==> src/rtl/rf_pkg.sv <==
// rtl/rf_pkg.sv - shared defaults for the register file and its scoreboard
//
// Purpose : default register width and address width, plus the index of
//           the hard-wired zero register.
// Ports   : none (package)
package rf_pkg;

  localparam int RF_DATA_W   = 32;
  localparam int RF_ADDR_W   = 5;
  localparam int RF_ZERO_REG = 0;

endpackage

==> src/rtl/rf_scoreboard.sv <==
// rtl/rf_scoreboard.sv - pending-destination bit array with population counter
//
// Purpose : one pending bit per register index. An issue sets the bit of its
//           destination, a write-back clears the bit of its target. Index 0
//           never becomes pending. pend_cnt tracks how many bits are set.
// Ports   : clk, rst        - clock, synchronous active-high reset
//           set_en, set_idx - mark set_idx pending at the edge
//           clr_en, clr_idx - clear the pending bit of clr_idx at the edge
//           look_idx1/2     - lookup indices
//           pend1/2         - pending bit at look_idx1/2 (combinational)
//           pend_cnt        - number of pending indices (registered)
module rf_scoreboard
  import rf_pkg::*;
#(
  parameter int ADDR_W = RF_ADDR_W
) (
  input  logic              clk,
  input  logic              rst,
  input  logic              set_en,
  input  logic [ADDR_W-1:0] set_idx,
  input  logic              clr_en,
  input  logic [ADDR_W-1:0] clr_idx,
  input  logic [ADDR_W-1:0] look_idx1,
  input  logic [ADDR_W-1:0] look_idx2,
  output logic              pend1,
  output logic              pend2,
  output logic [ADDR_W:0]   pend_cnt
);

  localparam int NREGS = 2 ** ADDR_W;
  localparam logic [ADDR_W-1:0] ZERO_IDX = ADDR_W'(RF_ZERO_REG);

  logic [NREGS-1:0] pending_q, pending_d;
  logic [ADDR_W:0]  cnt_q, cnt_d;
  logic             set_hit, clr_hit, inc, dec;

  always_comb begin
    pending_d = pending_q;
    set_hit   = set_en && (set_idx != ZERO_IDX);
    clr_hit   = clr_en && (clr_idx != ZERO_IDX);
    // Clear first, then set: an issue and a write-back to the same index in
    // one cycle leave the index pending for the newer instruction.
    if (clr_hit) pending_d[clr_idx] = 1'b0;
    if (set_hit) pending_d[set_idx] = 1'b1;
    // Incremental count: only real 0->1 and 1->0 transitions move it.
    inc   = set_hit && !pending_q[set_idx];
    dec   = clr_hit && pending_q[clr_idx] && !(set_hit && (set_idx == clr_idx));
    cnt_d = cnt_q + {{ADDR_W{1'b0}}, inc} - {{ADDR_W{1'b0}}, dec};
  end

  always_ff @(posedge clk) begin
    if (rst) begin
      pending_q <= '0;
      cnt_q     <= '0;
    end else begin
      pending_q <= pending_d;
      cnt_q     <= cnt_d;
    end
  end

  assign pend1    = pending_q[look_idx1];
  assign pend2    = pending_q[look_idx2];
  assign pend_cnt = cnt_q;

endmodule

==> src/rtl/regfile_scoreboard.sv <==
// rtl/regfile_scoreboard.sv - 2R1W register file with pending-write scoreboard
//
// Purpose : register file with a hard-wired zero register, optional
//           write-to-read forwarding, and a scoreboard reporting whether a
//           read index still awaits an in-flight write.
// Ports   : clk, rst          - clock, synchronous active-high reset
//           we, waddr, wdata  - write port (also resolves the pending bit)
//           raddr1/2, rdata1/2- combinational read ports
//           issue_en, issue_rd- mark issue_rd as pending
//           busy1/2           - raddr1/2 awaits a write (combinational)
//           pend_cnt          - number of pending registers (registered)
module regfile_scoreboard
  import rf_pkg::*;
#(
  parameter int DATA_W = RF_DATA_W,
  parameter int ADDR_W = RF_ADDR_W,
  parameter int BYPASS = 1
) (
  input  logic              clk,
  input  logic              rst,
  input  logic              we,
  input  logic [ADDR_W-1:0] waddr,
  input  logic [DATA_W-1:0] wdata,
  input  logic [ADDR_W-1:0] raddr1,
  input  logic [ADDR_W-1:0] raddr2,
  output logic [DATA_W-1:0] rdata1,
  output logic [DATA_W-1:0] rdata2,
  input  logic              issue_en,
  input  logic [ADDR_W-1:0] issue_rd,
  output logic              busy1,
  output logic              busy2,
  output logic [ADDR_W:0]   pend_cnt
);

  localparam int NREGS = 2 ** ADDR_W;
  localparam logic [ADDR_W-1:0] ZERO_IDX = ADDR_W'(RF_ZERO_REG);

  logic [DATA_W-1:0] regs_q [NREGS];
  logic [DATA_W-1:0] regs_d [NREGS];
  logic              wr_hit;
  logic              fwd1, fwd2;
  logic              pend1, pend2;

  assign wr_hit = we && (waddr != ZERO_IDX);

  always_comb begin
    regs_d = regs_q;
    if (wr_hit) regs_d[waddr] = wdata;
  end

  always_ff @(posedge clk) begin
    if (rst) begin
      for (int i = 0; i < NREGS; i++) regs_q[i] <= '0;
    end else begin
      regs_q <= regs_d;
    end
  end

  // A write landing this cycle on a read index is forwarded and also hides
  // that index's pending bit, since the value is resolving right now.
  always_comb begin
    fwd1 = (BYPASS != 0) && wr_hit && (waddr == raddr1);
    fwd2 = (BYPASS != 0) && wr_hit && (waddr == raddr2);

    if (raddr1 == ZERO_IDX) rdata1 = '0;
    else if (fwd1)          rdata1 = wdata;
    else                    rdata1 = regs_q[raddr1];

    if (raddr2 == ZERO_IDX) rdata2 = '0;
    else if (fwd2)          rdata2 = wdata;
    else                    rdata2 = regs_q[raddr2];

    busy1 = pend1 && !fwd1;
    busy2 = pend2 && !fwd2;
  end

  rf_scoreboard #(
    .ADDR_W(ADDR_W)
  ) u_scoreboard (
    .clk      (clk),
    .rst      (rst),
    .set_en   (issue_en),
    .set_idx  (issue_rd),
    .clr_en   (we),
    .clr_idx  (waddr),
    .look_idx1(raddr1),
    .look_idx2(raddr2),
    .pend1    (pend1),
    .pend2    (pend2),
    .pend_cnt (pend_cnt)
  );

endmodule

==> config.mk <==
export PLATFORM = sky130hd
export DESIGN_NAME = regfile_scoreboard
export DESIGN_NICKNAME = d
export VERILOG_FILES = /design/src/rtl/rf_pkg.sv /design/src/rtl/rf_scoreboard.sv /design/src/rtl/regfile_scoreboard.sv
export SDC_FILE = /design/constraint.sdc
export NUM_CORES = 2
export LEC_CHECK = 0
export CORE_ASPECT_RATIO = 0.75
export CORE_MARGIN = 2
export CORE_UTILIZATION = 50
export DETAILED_ROUTE_END_ITERATION = 8
export DONT_BUFFER_PORTS = 1
export HOLD_SLACK_MARGIN = 0.03
export PLACE_DENSITY = 0.65
export SLEW_MARGIN = 20
export SYNTH_ARGS = -nofsm -noshare
export SYNTH_HDL_FRONTEND = slang
export SYNTH_SLANG_ARGS = --single-unit
export TNS_END_PERCENT = 20
==> constraint.sdc <==
create_clock -name clk -period 3.8 [get_ports clk]
set_input_delay 0.76 -clock clk [delete_from_list [all_inputs] [get_ports clk]]
set_output_delay 0.76 -clock clk [all_outputs]
set_load 0.1 [all_outputs]
# Word level (Yosys, flattened, before mapping)
# Index checks and enable logic that the tools add are counted.
[word_totals]
inputBits = 56
register_bits = 1062
output_inout_bits = 72
[classes]
add_sub_neg = 2
bitwise = 6
mux = 27
eq_ne = 3
reduce_logical = 21
order_cmp = 10
[op_table]
columns = ["operator", "count"]
rows = [
  ["$bwmux 1024", 1],
  ["$mux 32", 11],
  ["$bmux 32 s5", 2],
  ["$demux 32 s5", 1],
  ["$and 32x32->32", 1],
  ["$not 32->32", 1],
  ["$or 32x32->32", 1],
  ["$lt 5x6->1 const B", 4],
  ["$bmux 1 s5", 4],
  ["$ge 6x6->1 const B", 3],
  ["$not 5->6", 3],
  ["$eq 5x5->1", 3],
  ["$logic_and 1x1->1", 13],
  ["$demux 1 s5", 2],
  ["$ge 5x1->1 const B", 2],
  ["$logic_not 5->1", 2],
  ["$reduce_bool 5->1", 2],
  ["$add 6x1->6", 1],
  ["$lt 6x1->1 const B", 1],
  ["$mux 1", 6],
  ["$sub 6x1->6", 1],
  ["$logic_not 1->1", 4],
]

# Longest topological paths before layout
[depth]
word_depth = 9
ltp_mapped = 16

# Cells and area by module
# From an unflattened synthesis, not the netlist that was laid out.
[unflattened]
cells_unflattened = 6397
hier_area_um2 = 55559.5
[modules_own_cells]
columns = ["module", "n_inst", "cells_each", "area_each_um2"]
rows = [
  ["regfile_scoreboard", 1, 6089, 52735.6],
  ["rf_scoreboard", 1, 308, 2824.0],
]

# Least setup slack after synthesis
# Ideal clock, no wire load.
[synth_timing]
path_type = "input to output"
start = "input port waddr[2]"
end = "output port rdata1[27]"
path_buffers = 3
arrival_time_ns = 4.137
cell_stages = 8
setup_slack_ns = -1.097
required_ns = 3.040
cell_sequence = "buf_6 > or3_4 > o31ai_4 > or4_1 > buf_4 > buf_6 > nor2_1 > nor3_1"
[synth_via]
elab_chain_len = 5
word_cells_on_any_way = 6
classes_between = "eq/ne: 1; mux: 2; reduce/logical: 3"
[synth_rtl]
columns = ["element", "line", "rtl"]
rows = [
  ["start, declared", "regfile_scoreboard.sv:22", "input logic [ADDR_W-1:0] waddr,"],
  ["$reduce_bool 5->1", "regfile_scoreboard.sv:44", "assign wr_hit = we && (waddr != ZERO_IDX);"],
  ["$logic_and 1x1->1", "regfile_scoreboard.sv:44", ""],
  ["$logic_and 1x1->1 *", "regfile_scoreboard.sv:62", "fwd1 = (BYPASS != 0) && wr_hit && (waddr == raddr1);"],
  ["$mux 32 *", "regfile_scoreboard.sv:66", "else if (fwd1) rdata1 = wdata;"],
  ["$mux 32 *", "regfile_scoreboard.sv:65", "if (raddr1 == ZERO_IDX) rdata1 = '0;"],
  ["end, declared", "regfile_scoreboard.sv:26", "output logic [DATA_W-1:0] rdata1,"],
]
# Every way passes the cells marked *; elsewhere a longest branch is shown, timed or not.

# Worst setup path after layout
[layout_timing]
start = "input port raddr1[0]"
end = "output port rdata1[4]"
[layout_via]
elab_chain_len = 6
word_cells_on_any_way = 9
classes_between = "eq/ne: 1; mux: 5; bitwise: 1; reduce/logical: 2"
[layout_rtl]
columns = ["element", "line", "rtl"]
rows = [
  ["start, declared", "regfile_scoreboard.sv:24", "input logic [ADDR_W-1:0] raddr1,"],
  ["$not 5->6 (not written as such)", "regfile_scoreboard.sv:67", "else rdata1 = regs_q[raddr1];"],
  ["$bmux 32 s5", "regfile_scoreboard.sv:67", ""],
  ["$mux 32 (not written as such) (2 in series)", "regfile_scoreboard.sv:67", ""],
  ["$mux 32", "regfile_scoreboard.sv:66", ""],
  ["$mux 32 *", "regfile_scoreboard.sv:65", ""],
]
# Every way passes the cells marked *; elsewhere a longest branch is shown, timed or not. The select of a mux whose other input is x is not followed.

==> impl_summary.txt <==
----------------------------------------------------
[Synthesis]
  Synthesized area ... 0.0556 mm^2
  Post-Syn Area per Cell ... 8.75 um^2
  Count of synthesis-stage warnings from yosys ... 0
  Adder and majority cell fraction of the synthesized area ... less than 1%
  EDFF count, synth ... 0
  Share of the synthesized area in compound gates (AO/OA/AOI/OAI) ... between 10% and 20%
  Main synth FF type ... dfxtp_1
  Number of cells produced by synthesis ... between 6000 and 7000
  Sequential element share of the synthesized area ... 38.2%
  Count of cell types in the netlist ... 74
  Simple-gate area share of the yosys netlist ... between 15 and 20%
  Dominant combinational cell family by area after synthesis ... multiplexers
  Post-Synth XOR/XNOR Area ... less than 1%
  Register bit total from synthesis ... ~1100
  Net Count, Synth ... roughly 6400
  Async set or reset register ratio after synthesis ... 0%
  Multiplexer area fraction after synthesis ... about 22%

[STA]
  Final hold vios ... 0
  Shortest period the worst path allows ... roughly 4.6 ns
  RSZ-0062 raised after global routing ... false
  Layout Skew ... roughly 0.020 ns
  Count of final setup violators ... 38
  Worst slew slack as a fraction of its limit ... -222%
  Max Clk Rate ... roughly 220 MHz
  Final setup margin ... -0.780 ns
  Pin slew with the least headroom to its limit ... ~4.8 ns
  Pins Over Slew Limit ... between 1000 and 1500
  Portion of the clock cycle consumed by the worst path in the final layout ... 121%

[Place]
  HPWL reported at the end of detailed placement ... ~140000 um
  Count of port buffers added during placement ... 0
  Final Wtd Congestion ... around 0.96
  Cell Area, Placed ... about 0.058 mm^2

[Global routing]
  Antenna violations before repair ... 11
  Aggregate global routing overflow ... 0
  Aggregate global-route resource usage ... 40.5%
  Maximum number of pins on one net before global-route repair ... 1064
  Global-route wire length before repair ... approximately 340000 um
  Via count of the first global-routing pass ... 48500

[Clock network]
  CTS Buffer Depth ... 3
  Latest clock arrival within the worst-skew pair ... between 0.7 and 0.8 ns
  Clk slew on worst S/H paths ... about 0.070 ns
  Number of levels in the clock H-tree ... 3
  Clock tree from TritonCTS ... built
  Post-CTS Hold Buffers ... 0
  CTS Root Cell ... clkbuf_16
  Number of buffers inserted during clock tree synthesis ... 107
  Clock Sinks ... 1062

[Worst setup path]
  Worst endpoint data arrival time ... between 3 and 4 ns
  Type of the setup path with the least slack ... in -> out
  Timing startpoint of the critical path ... raddr1[0]
  Source of the worst register-to-register timing path ... u_scoreboard.pending_q[27]
  Number of cells traversed by the worst register-to-register path ... 13
  CP Data Required Time ... slightly above 3 ns
  Max FO, Critical Path ... between 300 and 400
  Worst Setup Start Kind ... input port
  Endpoint class of the critical path ... output pin

[Floorplanning]
  I/O pin total ... around 130
  Die Height ... a little under 300 um
  CORE AREA ... between 0.1 and 0.15 mm^2
  Initial Utilization ... about half
  # rows ... around 110
  Width of the die ... around 400 um
  Floorplan die area ... between 0.1 and 0.15 mm^2

[Detailed routing]
  Number of remaining DRC errors ... 0
  Iteration-0 DRC count of the detailed router ... between 9000 and 10000
  Via/cell ratio ... ~6.9
  Total wire length ... between 200000 and 250000 um
  Detail-routed net length per standard cell ... approximately 31 um
  Remaining antenna violation count after routing ... 0
  First-pass DRT Iterations ... 6
  DR vias ... ~52000

[Min path]
  Worst hold stages ... 1
  Min-delay worst type ... in -> reg
  Beginning of the worst hold path ... rst

[Outcome]
  Violations in the final reports ... max-slew violations, negative setup slack
  Status ... finished, violations left

[Cells and area]
  Area overhead of the layout relative to synthesis ... 11.1%
  Most frequent cells in the layout ... nand2_1, dfxtp_1, a21oi_1
  Most common cell after layout, fill and taps aside ... nand2_1
  Proportion of layout cells with a drive suffix above 1 ... between 15 and 20%
  Fin nets ... 6152
  Cell area after layout ... approximately 0.06 mm^2
  Final core area utilization ... between 50% and 60%

[Power]
  Worst-case vdd ir drop ... approximately 0.00037 V
  Pleak ... 20.3 nW
  Power Dens Cells ... around 410 mW/mm^2

[Flow run]
  Max Cap Viol ... 0

----------------------------------------------------
-- repair_timing --
action / 4_1_cts / 5_1_grt
pin swaps: 1 / 1
gates resized for setup: 2 / 6
setup endpoints to repair: 11 / 33
setup buffers: 2 / 0
gates cloned: 0 / 0
-- routing by layer --
| metal | wire, um | global-route usage [%] | share of wire [%] |
|---|---|---|---|
| met3 | 39900 | 16.6 | 17 |
| met2 | 95900 | 56.1 | 40 |
| met5 | 88 | 0 | 0.037 |
| met1 | 84800 | 52.7 | 36 |
| met4 | 17500 | 24.3 | 7.4 |
-- logic make-up (layout without fill, tap and decap cells) --
| logic type | Yosys count | after routing |
|---|---|---|
| AO/OA/AOI/OAI | 1453 | 1453 |
| AND/OR/NAND/NOR | 2443 | 2443 |
| other | 0 | 4 |
| multiplexers | 694 | 694 |
| XOR/XNOR | 18 | 18 |
| adder cells (fa/ha/maj) | 7 | 7 |
| flip-flops | 1062 | 1062 |
| buffers and inverters | 683 | 500 |
-- path summary, 6_finish.rpt --
path	end	slack [ns]
worst max-delay path	rdata1[4]	-0.78
worst min register to register	regs_q[271]	0.46
worst min-delay path	u_scoreboard.pending_q[23]	0.14
worst max register to register	u_scoreboard.pend_cnt[5]	0.69
-- layout make-up --
type	count	area [um^2]
diodes	4	10.0
clock buffers	155	3160
clock inverters	42	519
fillers	9632	48000
inverters	12	45.0
multi-input cells	4615	31600
flip-flops and latches	1062	21300
well taps	1444	1810
repair buffers	291	3470
-- through the flow --
| step | hold slack [ns] | std cells | power, mW | setup TNS [ns] | setup slack [ns] |
|---|---|---|---|---|---|
| floorplan | 0.441 | 6360 | 13.9 | -10.80 | -0.543 |
| global placement | 0.449 | 7421 | 14.2 | -1.40 | -0.343 |
| detailed placement | 0.457 | 7421 | 14.2 | -0.731 | -0.288 |
| CTS | 0.139 | 7620 | 25.3 | -0.330 | -0.0941 |
| global route | 0.141 | 7621 | 25.8 | 0 | 0.00588 |
| finish | 0.140 | 7625 | 25.4 | -19.56 | -0.780 |
-- synthesized netlist by cell type (all sizes together) (71+ instances only) --
cell type     n  area share [%]
mux2i       230             4.1
dfxtp      1062              38
mux4        433              18
a22oi        73            0.99
nor2        145            0.99
buf         249             3.3
nand2      2048              14
o22ai        91             1.0
a221oi       71             1.2
a21oi      1039             9.3
nor3         72            0.69
clkbuf      422             2.9
-- sequential cells by signal, summed over array words and instances, names as in the netlist --
register and flops:
regs_q 1024, u_scoreboard.pending_q 32, u_scoreboard.pend_cnt 6
-- worst max-delay path, cell delays in order --
cell	delay, ns
mux4_2	1.01
mux2i_1	0.26
o21ai_1	0.25
a211oi_1	0.51
nor3_4	0.09
buf_12	0.18
-- power by group --
part | switching (mW) | leakage, nW | total (mW) | internal [mW]
Combinational | 1.64 | 9.96 | 2.72 | 1.08
Clock | 4.88 | 1.82 | 11.3 | 6.45
Sequential | 0.102 | 8.56 | 11.3 | 11.2
Total | 6.63 | 20.3 | 25.4 | 18.8
No activity file was read; power rests on OpenSTA's default activity.
